File: config.mk
export PLATFORM = sky130hd
export DESIGN_NAME = lif_tmux_scheduler
export DESIGN_NICKNAME = d
export VERILOG_FILES = /design/src/rtl/lif_tmux_scheduler.sv
export SDC_FILE = /design/constraint.sdc
export NUM_CORES = 1
export LEC_CHECK = 0
export CORE_MARGIN = 10
export CORE_UTILIZATION = 43
export CTS_BUF_LIST = sky130_fd_sc_hd__clkbuf_4
export CTS_CLUSTER_SIZE = 28
export DETAILED_ROUTE_END_ITERATION = 7
export PLACE_DENSITY = 0.63
export SLEW_MARGIN = 20
export SYNTH_ARGS = -nofsm -noshare
export SYNTH_HDL_FRONTEND = slang
export SYNTH_SLANG_ARGS = --single-unit
File: constraint.sdc
create_clock -name clk -period 13.82 [get_ports clk]
set_input_delay 2.764 -clock clk [delete_from_list [all_inputs] [get_ports clk]]
set_output_delay 2.764 -clock clk [all_outputs]
set_load 0.1 [all_outputs]
File: src/rtl/lif_tmux_scheduler.sv
// Time-multiplexed LIF engine: one shared leak/integrate/fire unit
// swept across N virtual neurons per accepted tick.
module lif_tmux_scheduler #(
   parameter int N          = 4,
   parameter int W          = 8,
   parameter int THRESH     = 128,
   parameter int LEAK_SHIFT = 1,
   parameter int REFRAC     = 2,
   localparam int IW        = $clog2(N)
) (
   input  logic           clk,
   input  logic           rst_n,
   input  logic           ena,
   input  logic           tick,
   input  logic [N*W-1:0] cur_in,
   input  logic           clr_overrun,
   output logic           busy,
   output logic           done,
   output logic [N-1:0]   spikes,
   output logic           slot_valid,
   output logic [IW-1:0]  slot_idx,
   output logic [W-1:0]   slot_state,
   output logic           slot_spike,
   output logic [N*W-1:0] state_flat,
   output logic           overrun
);

   typedef enum logic [1:0] {
      S_IDLE,
      S_LOAD,
      S_UPDATE,
      S_COMMIT
   } state_t;

   state_t         state_q, state_d;
   logic [IW-1:0]  idx_q, idx_d;
   logic [W-1:0]   v_q [N];
   logic [W-1:0]   v_d [N];
   logic [W-1:0]   c_q [N];
   logic [W-1:0]   c_d [N];
   logic [3:0]     r_q [N];
   logic [3:0]     r_d [N];
   logic [N-1:0]   acc_q, acc_d;
   logic [N-1:0]   spikes_q, spikes_d;
   logic           done_q, done_d;
   logic           sv_q, sv_d;
   logic [IW-1:0]  sidx_q, sidx_d;
   logic [W-1:0]   sst_q, sst_d;
   logic           ssp_q, ssp_d;
   logic           ovr_q, ovr_d;

   logic [W-1:0]   v_cur, c_cur, leak, sat, new_v;
   logic [3:0]     r_cur, new_r;
   logic [W:0]     sum;
   logic           refr, fire;

   // Shared datapath for the neuron selected by idx_q
   always_comb begin
      v_cur = v_q[idx_q];
      c_cur = c_q[idx_q];
      r_cur = r_q[idx_q];
      refr  = (r_cur != 4'd0);
      leak  = v_cur - (v_cur >> LEAK_SHIFT);
      sum   = {1'b0, leak} + {1'b0, c_cur};
      sat   = sum[W] ? {W{1'b1}} : sum[W-1:0];
      fire  = !refr && (sat >= W'(THRESH));
      new_v = (refr || fire) ? '0 : sat;
      if (refr)
         new_r = r_cur - 4'd1;
      else if (fire)
         new_r = 4'(REFRAC);
      else
         new_r = 4'd0;
   end

   always_comb begin
      state_d  = state_q;
      idx_d    = idx_q;
      v_d      = v_q;
      c_d      = c_q;
      r_d      = r_q;
      acc_d    = acc_q;
      spikes_d = spikes_q;
      done_d   = 1'b0;
      sv_d     = 1'b0;
      sidx_d   = sidx_q;
      sst_d    = sst_q;
      ssp_d    = ssp_q;
      ovr_d    = ovr_q;
      if (clr_overrun)
         ovr_d = 1'b0;
      // A tick while busy is flagged but never queued
      if (tick && state_q != S_IDLE)
         ovr_d = 1'b1;
      unique case (state_q)
         S_IDLE: begin
            if (tick && ena)
               state_d = S_LOAD;
         end
         S_LOAD: begin
            for (int i = 0; i < N; i++)
               c_d[i] = cur_in[i*W +: W];
            idx_d   = '0;
            acc_d   = '0;
            state_d = S_UPDATE;
         end
         S_UPDATE: begin
            v_d[idx_q]   = new_v;
            r_d[idx_q]   = new_r;
            acc_d[idx_q] = fire;
            sv_d         = 1'b1;
            sidx_d       = idx_q;
            sst_d        = new_v;
            ssp_d        = fire;
            if (idx_q == IW'(N-1)) begin
               spikes_d = acc_d;
               done_d   = 1'b1;
               state_d  = S_COMMIT;
            end else begin
               idx_d = idx_q + 1'b1;
            end
         end
         S_COMMIT: begin
            state_d = S_IDLE;
         end
         default: state_d = S_IDLE;
      endcase
   end

   always_ff @(posedge clk or negedge rst_n) begin
      if (!rst_n) begin
         state_q  <= S_IDLE;
         idx_q    <= '0;
         acc_q    <= '0;
         spikes_q <= '0;
         done_q   <= 1'b0;
         sv_q     <= 1'b0;
         sidx_q   <= '0;
         sst_q    <= '0;
         ssp_q    <= 1'b0;
         ovr_q    <= 1'b0;
         for (int i = 0; i < N; i++) begin
            v_q[i] <= '0;
            c_q[i] <= '0;
            r_q[i] <= '0;
         end
      end else begin
         state_q  <= state_d;
         idx_q    <= idx_d;
         acc_q    <= acc_d;
         spikes_q <= spikes_d;
         done_q   <= done_d;
         sv_q     <= sv_d;
         sidx_q   <= sidx_d;
         sst_q    <= sst_d;
         ssp_q    <= ssp_d;
         ovr_q    <= ovr_d;
         v_q      <= v_d;
         c_q      <= c_d;
         r_q      <= r_d;
      end
   end

   always_comb begin
      for (int i = 0; i < N; i++)
         state_flat[i*W +: W] = v_q[i];
   end

   assign busy       = (state_q != S_IDLE);
   assign done       = done_q;
   assign spikes     = spikes_q;
   assign slot_valid = sv_q;
   assign slot_idx   = sidx_q;
   assign slot_state = sst_q;
   assign slot_spike = ssp_q;
   assign overrun    = ovr_q;

endmodule

==> impl_metrics.env, run 1 <==
export IMPL_clock_sinks=105
export IMPL_cp_data_required_time_ps=11060
export IMPL_min_path_cells=2
export IMPL_cts_root_buffer="clkbuf_4"
export IMPL_portBuffers=87
export IMPL_wl_per_cell_um=19.4
export IMPL_final_seq_area_um2=2630
export IMPL_path_max_fanout=3
export IMPL_min_delay_worst_endpoint="r_q[7]"
export IMPL_synth_common_cells="105 x dfrtp_1, 70 x nand2_1, 35 x mux2_2, 24 x o21ai_0, 23 x ha_1"
export IMPL_r2r_end="state_flat[22]"
export IMPL_slew_viol_final=0
export IMPL_ys_seq_area_frac=0.497
export IMPL_cp_start_kind="flop"
export IMPL_r2r_worst_path_cells=12
export IMPL_synthMostInstantiatedCell="dfrtp_1"
export IMPL_synth_area_leaders="dfrtp_1 50%, mux4_2 8.5%, mux2_2 7.5%, ha_1 5.4%, nand2_1 5.0%"
export IMPL_num_fill_cells=1059
export IMPL_antenna_found_initial=0
export IMPL_diodes=0
export IMPL_hold_start="r_q[7]"
export IMPL_crit_type="flop to primary output"
export IMPL_post_place_ws_ps=8950
export IMPL_cts_resized=0
export IMPL_async_flop_share=1.00
export IMPL_status="finished clean"
export IMPL_r2r_start="idx_q[0]"
export IMPL_setup_slack_ps=8640
export IMPL_synth_cells=455
export IMPL_ant_nets=0
export IMPL_drc_errors=0
export IMPL_post_route_period_util=0.375
export IMPL_clockBufferDepth=2
export IMPL_synth_top_area_frac=0.497
export IMPL_fp_row_count=40
export IMPL_drt_iter0_markers=292
export IMPL_layout_drive_gt1_share=0.151
export IMPL_fmax_ghz=0.193
export IMPL_rsz0062_at_grt="false"
export IMPL_cts_tree="done"
export IMPL_end_kind="primary output"
export IMPL_synth_seq_cells=105
export IMPL_numCtsBuffers=9
export IMPL_wl_mm=13.2
export IMPL_avgSynthCellArea_um2=11.6
export IMPL_finClkSkew_ps=18.3
export IMPL_fin_crit_ps=5180
export IMPL_cts_hold_buf=0
export IMPL_synthToLayoutAreaGrowth_pct=20.7
export IMPL_grt_start_max_net_pins=57
export IMPL_setup_tns_ps=0
export IMPL_die_area_um2=17100
export IMPL_overflow=0
export IMPL_postCtsSetupRepairBufs=0
export IMPL_multi_input_area_um2=2470
export IMPL_slew_headroom=0.313
export IMPL_nNetsFinal=596
export IMPL_synth_area_um2=5290
export IMPL_num_vias=3786
export IMPL_ff2ff_setup_slack_ps=8970
export IMPL_start_util=0.440
export IMPL_synth_top_cell_by_area="dfrtp_1"
export IMPL_hpwl_mm=9.39
export IMPL_die_w_um=131
export IMPL_ys_types=45
export IMPL_maxCapViolations=0
export IMPL_crit_start="state_q[0]"
export IMPL_final_hold_violation_count=0
export IMPL_coreArea_um2=12000
export IMPL_min_path_type="flop to flop"
export IMPL_io_pin_count=88
export IMPL_arrival_ps=2410
export IMPL_tightest_slew_ps=1030
export IMPL_clk_latency_ps=470
export IMPL_synth_warnings=0
export IMPL_setup_viol=0
export IMPL_htree_levels=3
export IMPL_grt_pass1_wl_mm=21.6
export IMPL_synth_flop_cell="dfrtp_1"
export IMPL_utilization=0.531
export IMPL_grt_usage=0.163
export IMPL_grt_pass1_vias=4097
export IMPL_syn_nets=517
export IMPL_die_y_um=131
export IMPL_vias_per_cell=5.55
export IMPL_dr_pass1_iters=5
export IMPL_clkTransAtPathRegs_ps=140
export IMPL_synth_edf_count=0
export IMPL_place_congestion=0.830
## through the flow
| stage | cells | instance area, um^2 | hold slack, ps |
|---|---|---|---|
| final | 682 | 6380 | 498 |
| after global routing | 682 | 6380 | 528 |
| after CTS | 682 | 6380 | 495 |
| after detailed placement | 670 | 6270 | 462 |
| after global placement | 670 | 6270 | 456 |
| after floorplan | 455 | 5290 | 441 |
## cells in the final DEF (no fill, tap or decap), drive strengths merged, types with 16 or more instances in the layout
cell type	count
inv	22
ha	23
clkdlybuf4s50	86
dfrtp	105
mux2	35
o21ai	25
nand2	70
o41ai	16
mux4	20
## worst max path at each step
stage	to	slack, ps	cells after the start
finish	busy	8640	4
global route	state_flat[22]	8510	15
CTS	busy	8610	4
detailed placement	state_flat[22]	8950	15
global placement	slot_spike	9060	14
floorplan	state_flat[0]	9440	17
## final cells by class
| cell class | count | area share |
|---|---|---|
| repair buffers | 92 | 0.142 |
| inverters | 22 | 0.0129 |
| well taps | 147 | 0.0288 |
| clock buffers | 10 | 0.0118 |
| clock inverters | 2 | 0.00530 |
| flip-flops and latches | 105 | 0.412 |
| multi-input cells | 304 | 0.387 |
## routing by layer
metal / part of all wire / up-vias / global-route usage
li1: - / 1801 / -
met1: 0.42 / 1870 / 0.203
met2: 0.49 / 98 / 0.264
met3: 0.073 / 17 / 0.0435
met4: 0.018 / 0 / 0.0621
met5: 0 / - / 0
## flip-flops by register name, indices dropped and copies added, names as in the netlist
register	flops
spikes	4
slot_spike	1
done	1
idx_q	2
acc_q	3
c_q	32
state_q	2
slot_idx	2
state_flat	32
slot_state	8
overrun	1
r_q	16
slot_valid	1
## critical path: stages (launching register included)
cell             delay (ps)
dfrtp_1                 400
inv_1                    70
ha_1                    220
inv_1                   100
clkdlybuf4s50_1        1140
## cell families after synthesis
family,Yosys count,share of synthesized area
simple gates,122,0.105
buf+inv,46,0.0360
fa+ha+maj,25,0.0620
flops,105,0.497
xor+xnor,9,0.0149
mux,56,0.162
compound gates,92,0.123
Power of run 1 is not shown: default switching activity piles up to over one toggle a cycle in this logic, so the estimate is an artifact.
==> run 2: changes to the inputs <==
--- a/config.mk
+++ b/config.mk
@@ -10,7 +10,7 @@
 export CTS_BUF_LIST = sky130_fd_sc_hd__clkbuf_4
 export CTS_CLUSTER_SIZE = 28
 export DETAILED_ROUTE_END_ITERATION = 7
-export PLACE_DENSITY = 0.63
+export PLACE_DENSITY = 0.65
 export SLEW_MARGIN = 20
 export SYNTH_ARGS = -nofsm -noshare
 export SYNTH_HDL_FRONTEND = slang
==> constraint.sdc (replaced) <==
create_clock -name clk -period 4.3 [get_ports clk]
set_input_delay 0.86 -clock clk [delete_from_list [all_inputs] [get_ports clk]]
set_output_delay 0.86 -clock clk [all_outputs]
set_load 0.1 [all_outputs]
==> impl_metrics.env, run 2 (synthesized netlist as in run 1, its figures left out) <==
export IMPL_multi_input_area_um2=2480
export IMPL_slew_headroom=0.321
export IMPL_r2r_worst_path_cells=16
export IMPL_antenna_found_initial=1
export IMPL_start_util=0.440
export IMPL_portBuffers=87
export IMPL_cts_root_buffer="clkbuf_4"
export IMPL_num_vias=3869
export IMPL_status="finished clean"
export IMPL_numCtsBuffers=9
export IMPL_wl_per_cell_um=19.2
export IMPL_setup_slack_ps=286
export IMPL_clk_latency_ps=470
export IMPL_grt_start_max_net_pins=87
export IMPL_post_place_ws_ps=286
export IMPL_clockBufferDepth=2
export IMPL_crit_type="flop to flop"
export IMPL_drt_iter0_markers=333
export IMPL_setup_tns_ps=0
export IMPL_dr_pass1_iters=4
export IMPL_final_hold_violation_count=0
export IMPL_vias_per_cell=5.61
export IMPL_cp_data_required_time_ps=4720
export IMPL_clock_sinks=105
export IMPL_postCtsSetupRepairBufs=0
export IMPL_grt_pass1_vias=4117
export IMPL_post_route_period_util=0.934
export IMPL_synthToLayoutAreaGrowth_pct=22.1
export IMPL_drc_errors=0
export IMPL_htree_levels=3
export IMPL_fp_row_count=40
export IMPL_overflow=0
export IMPL_place_congestion=0.834
export IMPL_hpwl_mm=9.69
export IMPL_final_cell_mix="104 x dfrtp_1, 86 x clkdlybuf4s50_1, 70 x nand2_1"
export IMPL_cp_start_kind="flop"
export IMPL_holdWs_ps=410
export IMPL_grt_pass1_wl_mm=21.8
export IMPL_maxCapViolations=0
export IMPL_arrival_ps=4430
export IMPL_slew_viol_final=0
export IMPL_dp_cells=673
export IMPL_min_path_type="input port to async pin"
export IMPL_fin_crit_ps=4010
export IMPL_final_seq_area_um2=2630
export IMPL_num_fill_cells=1073
export IMPL_io_pin_count=88
export IMPL_die_y_um=131
export IMPL_finClkSkew_ps=13.8
export IMPL_nNetsFinal=599
export IMPL_ant_nets=0
export IMPL_cts_tree="done"
export IMPL_path_max_fanout=11
export IMPL_cts_resized=0
export IMPL_coreArea_um2=12000
export IMPL_grt_usage=0.163
export IMPL_fmax_ghz=0.249
export IMPL_tightest_slew_ps=1020
export IMPL_final_cell_count_no_fill=690
export IMPL_setup_viol=0
export IMPL_end_kind="flop"
export IMPL_clkTransAtPathRegs_ps=140
export IMPL_wl_mm=13.3
export IMPL_rsz0062_at_grt="false"
export IMPL_die_area_um2=17100
export IMPL_layout_commonest_cell="dfrtp_1"
export IMPL_die_w_um=131
export IMPL_layout_drive_gt1_share=0.164
export IMPL_cts_hold_buf=0
[run 2: final timing paths]
| path | end | slack, ps | from |
|---|---|---|---|
| max in group asynchronous | state_q[0] | 3160 | rst_n |
| min | done | 410 | rst_n |
| min reg2reg | r_q[3] | 490 | r_q[3] |
| min in group clk | r_q[3] | 490 | r_q[3] |
| max | slot_spike | 290 | idx_q[0] |
| max reg2reg | slot_spike | 290 | idx_q[0] |
[run 2: through the flow]
step | instance area [um^2] | util
3_3_place_gp | 6310 | 0.525
4_1_cts | 6430 | 0.536
3_5_place_dp | 6310 | 0.525
2_1_floorplan | 5290 | -
5_1_grt | 6450 | 0.537
6_report | 6450 | 0.537
[run 2: layer usage]
| metal | global-route usage | part of all wire |
|---|---|---|
| met5 | 0 | 0 |
| met4 | 0.0589 | 0.016 |
| met2 | 0.266 | 0.49 |
| met3 | 0.0403 | 0.057 |
| met1 | 0.206 | 0.44 |
[run 2: area by class of cell]
| class | instances | area share |
|---|---|---|
| Antenna cell | 1 | 0.000388 |
| Sequential cell | 105 | 0.407 |
| Timing Repair Buffer | 95 | 0.146 |
| Multi-Input combinational cell | 304 | 0.385 |
| Clock buffer | 11 | 0.0128 |
| Tap cell | 147 | 0.0285 |
| Clock inverter | 5 | 0.00717 |
| Inverter | 22 | 0.0128 |
[run 2: critical path: stages, from the launching register on]
cell	delay, ps
dfrtp_2	450
mux4_2	510
inv_1	70
ha_1	150
inv_1	50
fa_1	400
a21o_1	180
a21oi_1	230
o21bai_1	100
a21oi_1	190
xnor2_1	150
ha_1	260
and4b_1	190
o211a_1	120
a22o_1	250
nor2_2	410
mux2_2	240
Power of run 2 is left out for the same reason.
==> run 3: changes to the inputs <==
--- a/config.mk
+++ b/config.mk
@@ -5,6 +5,7 @@
 export SDC_FILE = /design/constraint.sdc
 export NUM_CORES = 1
 export LEC_CHECK = 0
+export CORE_ASPECT_RATIO = 1.25
 export CORE_MARGIN = 10
 export CORE_UTILIZATION = 43
 export CTS_BUF_LIST = sky130_fd_sc_hd__clkbuf_4
==> impl_metrics.env, run 3 (synthesized netlist as in run 1, its figures left out) <==
export IMPL_slew_viol_final=0
export IMPL_die_y_um=144
export IMPL_maxCapViolations=0
export IMPL_r2r_worst_path_cells=17
export IMPL_drt_iter0_markers=214
export IMPL_die_area_um2=17200
export IMPL_post_route_period_util=0.928
export IMPL_r2r_start="idx_q[0]"
export IMPL_min_path_type="input port to async pin"
export IMPL_nNetsFinal=601
export IMPL_ant_nets=0
export IMPL_grt_met3_usage=0.0361
export IMPL_cp_start_kind="flop"
export IMPL_clockBufferDepth=2
export IMPL_wl_per_cell_um=18.1
export IMPL_r2r_end="state_flat[2]"
export IMPL_synthToLayoutAreaGrowth_pct=23.1
export IMPL_worst_path_max_delay_cell="mux4_2"
export IMPL_drc_errors=0
export IMPL_place_congestion=0.833
export IMPL_grt_pass1_vias=4040
export IMPL_ff2ff_setup_slack_ps=310
export IMPL_start_util=0.437
export IMPL_end_kind="flop"
export IMPL_coreArea_um2=12100
export IMPL_cp_data_required_time_ps=4660
export IMPL_num_vias=3890
export IMPL_hpwl_mm=9.32
export IMPL_max_stage_delay_ps=510
export IMPL_fp_row_count=45
export IMPL_clock_sinks=105
export IMPL_finClkSkew_ps=14.3
export IMPL_grt_usage=0.152
export IMPL_numCtsBuffers=9
export IMPL_tightest_slew_ps=1020
export IMPL_num_fill_cells=1056
export IMPL_layout_drive_gt1_share=0.173
export IMPL_htree_levels=3
export IMPL_final_hold_violation_count=0
export IMPL_portBuffers=87
export IMPL_setup_viol=0
export IMPL_final_cell_mix="104 x dfrtp_1, 86 x clkdlybuf4s50_1, 70 x nand2_1"
export IMPL_vias_per_cell=5.49
export IMPL_crit_start="idx_q[0]"
export IMPL_globalRoute_busiestLayer="met2"
export IMPL_rsz0062_at_grt="false"
export IMPL_setup_tns_ps=0
export IMPL_wl_mm=12.8
export IMPL_overflow=0
export IMPL_path_max_fanout=35
export IMPL_slew_headroom=0.321
export IMPL_layout_commonest_cell="dfrtp_1"
export IMPL_grtUsageMet2=0.245
export IMPL_io_pin_count=88
export IMPL_antenna_found_initial=1
export IMPL_dr_pass1_iters=5
export IMPL_cts_root_buffer="clkbuf_4"
export IMPL_cts_tree="done"
export IMPL_clk_latency_ps=470
export IMPL_clkTransAtPathRegs_ps=150
export IMPL_grt_start_max_net_pins=84
export IMPL_status="finished clean"
export IMPL_fin_crit_ps=3990
export IMPL_grtUsageMet1=0.192
export IMPL_die_w_um=119
export IMPL_arrival_ps=4350
export IMPL_crit_type="flop to flop"
export IMPL_cp_cell_sequence="mux4_2, inv_1, ha_1, inv_1, fa_1, a21o_1, a21oi_1, o21bai_1, a21oi_1, xnor2_1, ha_1, and4b_1, o211a_1, a22o_1, nor2_2, buf_12, o41ai_1"
export IMPL_grt_pass1_wl_mm=20.8
export IMPL_fmax_ghz=0.251
## run 3: cell count changes in the layout (fill, tap and decap cells not counted), sizes merged
| cell | previous run | this run |
|---|---|---|
| buf | 9 | 11 |
| clkbuf | 11 | 12 |
| clkinv | 4 | 3 |
## run 3: critical path, delay by kind of cell (launching register included)
kind | cells | cell delay, ps
AOI/OAI and AO/OA | 7 | 1400
adders and majority gates | 3 | 840
muxes | 1 | 510
DFF | 1 | 470
buffers and inverters | 3 | 290
and+or+nand+nor | 2 | 260
xor gates and xnor gates | 1 | 90
## run 3: per-layer routing
layer  vias up  part of all wire
met1      1945              0.45
met4         0             0.017
met5         -                 0
li1       1816                 -
met2       112              0.47
met3        17             0.063
## run 3: layout make-up
class | count | area (um^2) | area share
Antenna cell | 1 | 2.50 | 0.000385
Inverter | 22 | 82.6 | 0.0127
Timing Repair Buffer | 97 | 960 | 0.147
Sequential cell | 105 | 2630 | 0.404
Multi-Input combinational cell | 304 | 2490 | 0.383
Tap cell | 164 | 205 | 0.0315
Clock inverter | 4 | 43.8 | 0.00673
Clock buffer | 12 | 90.1 | 0.0138
## run 3: worst max-delay path by stage
stage	endpoint	cells after the start
after CTS	state_flat[2]	15
after detailed placement	state_flat[2]	17
after global placement	slot_spike	16
after global routing	slot_spike	16
final	state_flat[2]	17
after floorplan	state_flat[0]	17
## run 3: timing repair
item	in CTS	in global routing
setup buffers	0	0
resized for setup	0	4
endpoints found under the setup margin	0	25
hold buffers	0	0
## run 3: stage by stage
step / hold slack [ps] / instances / instance area, um^2 / util / setup slack (ps)
after CTS: 503 / 708 / 6480 / 0.535 / 220
after floorplan: 441 / 455 / 5290 / - / 17.5
after global placement: 454 / 692 / 6340 / 0.524 / 366
after global routing: 446 / 709 / 6510 / 0.537 / 7.82
after detailed placement: 469 / 692 / 6340 / 0.524 / 253
final: 410 / 709 / 6510 / 0.537 / 311
Power of run 3 is left out for the same reason.
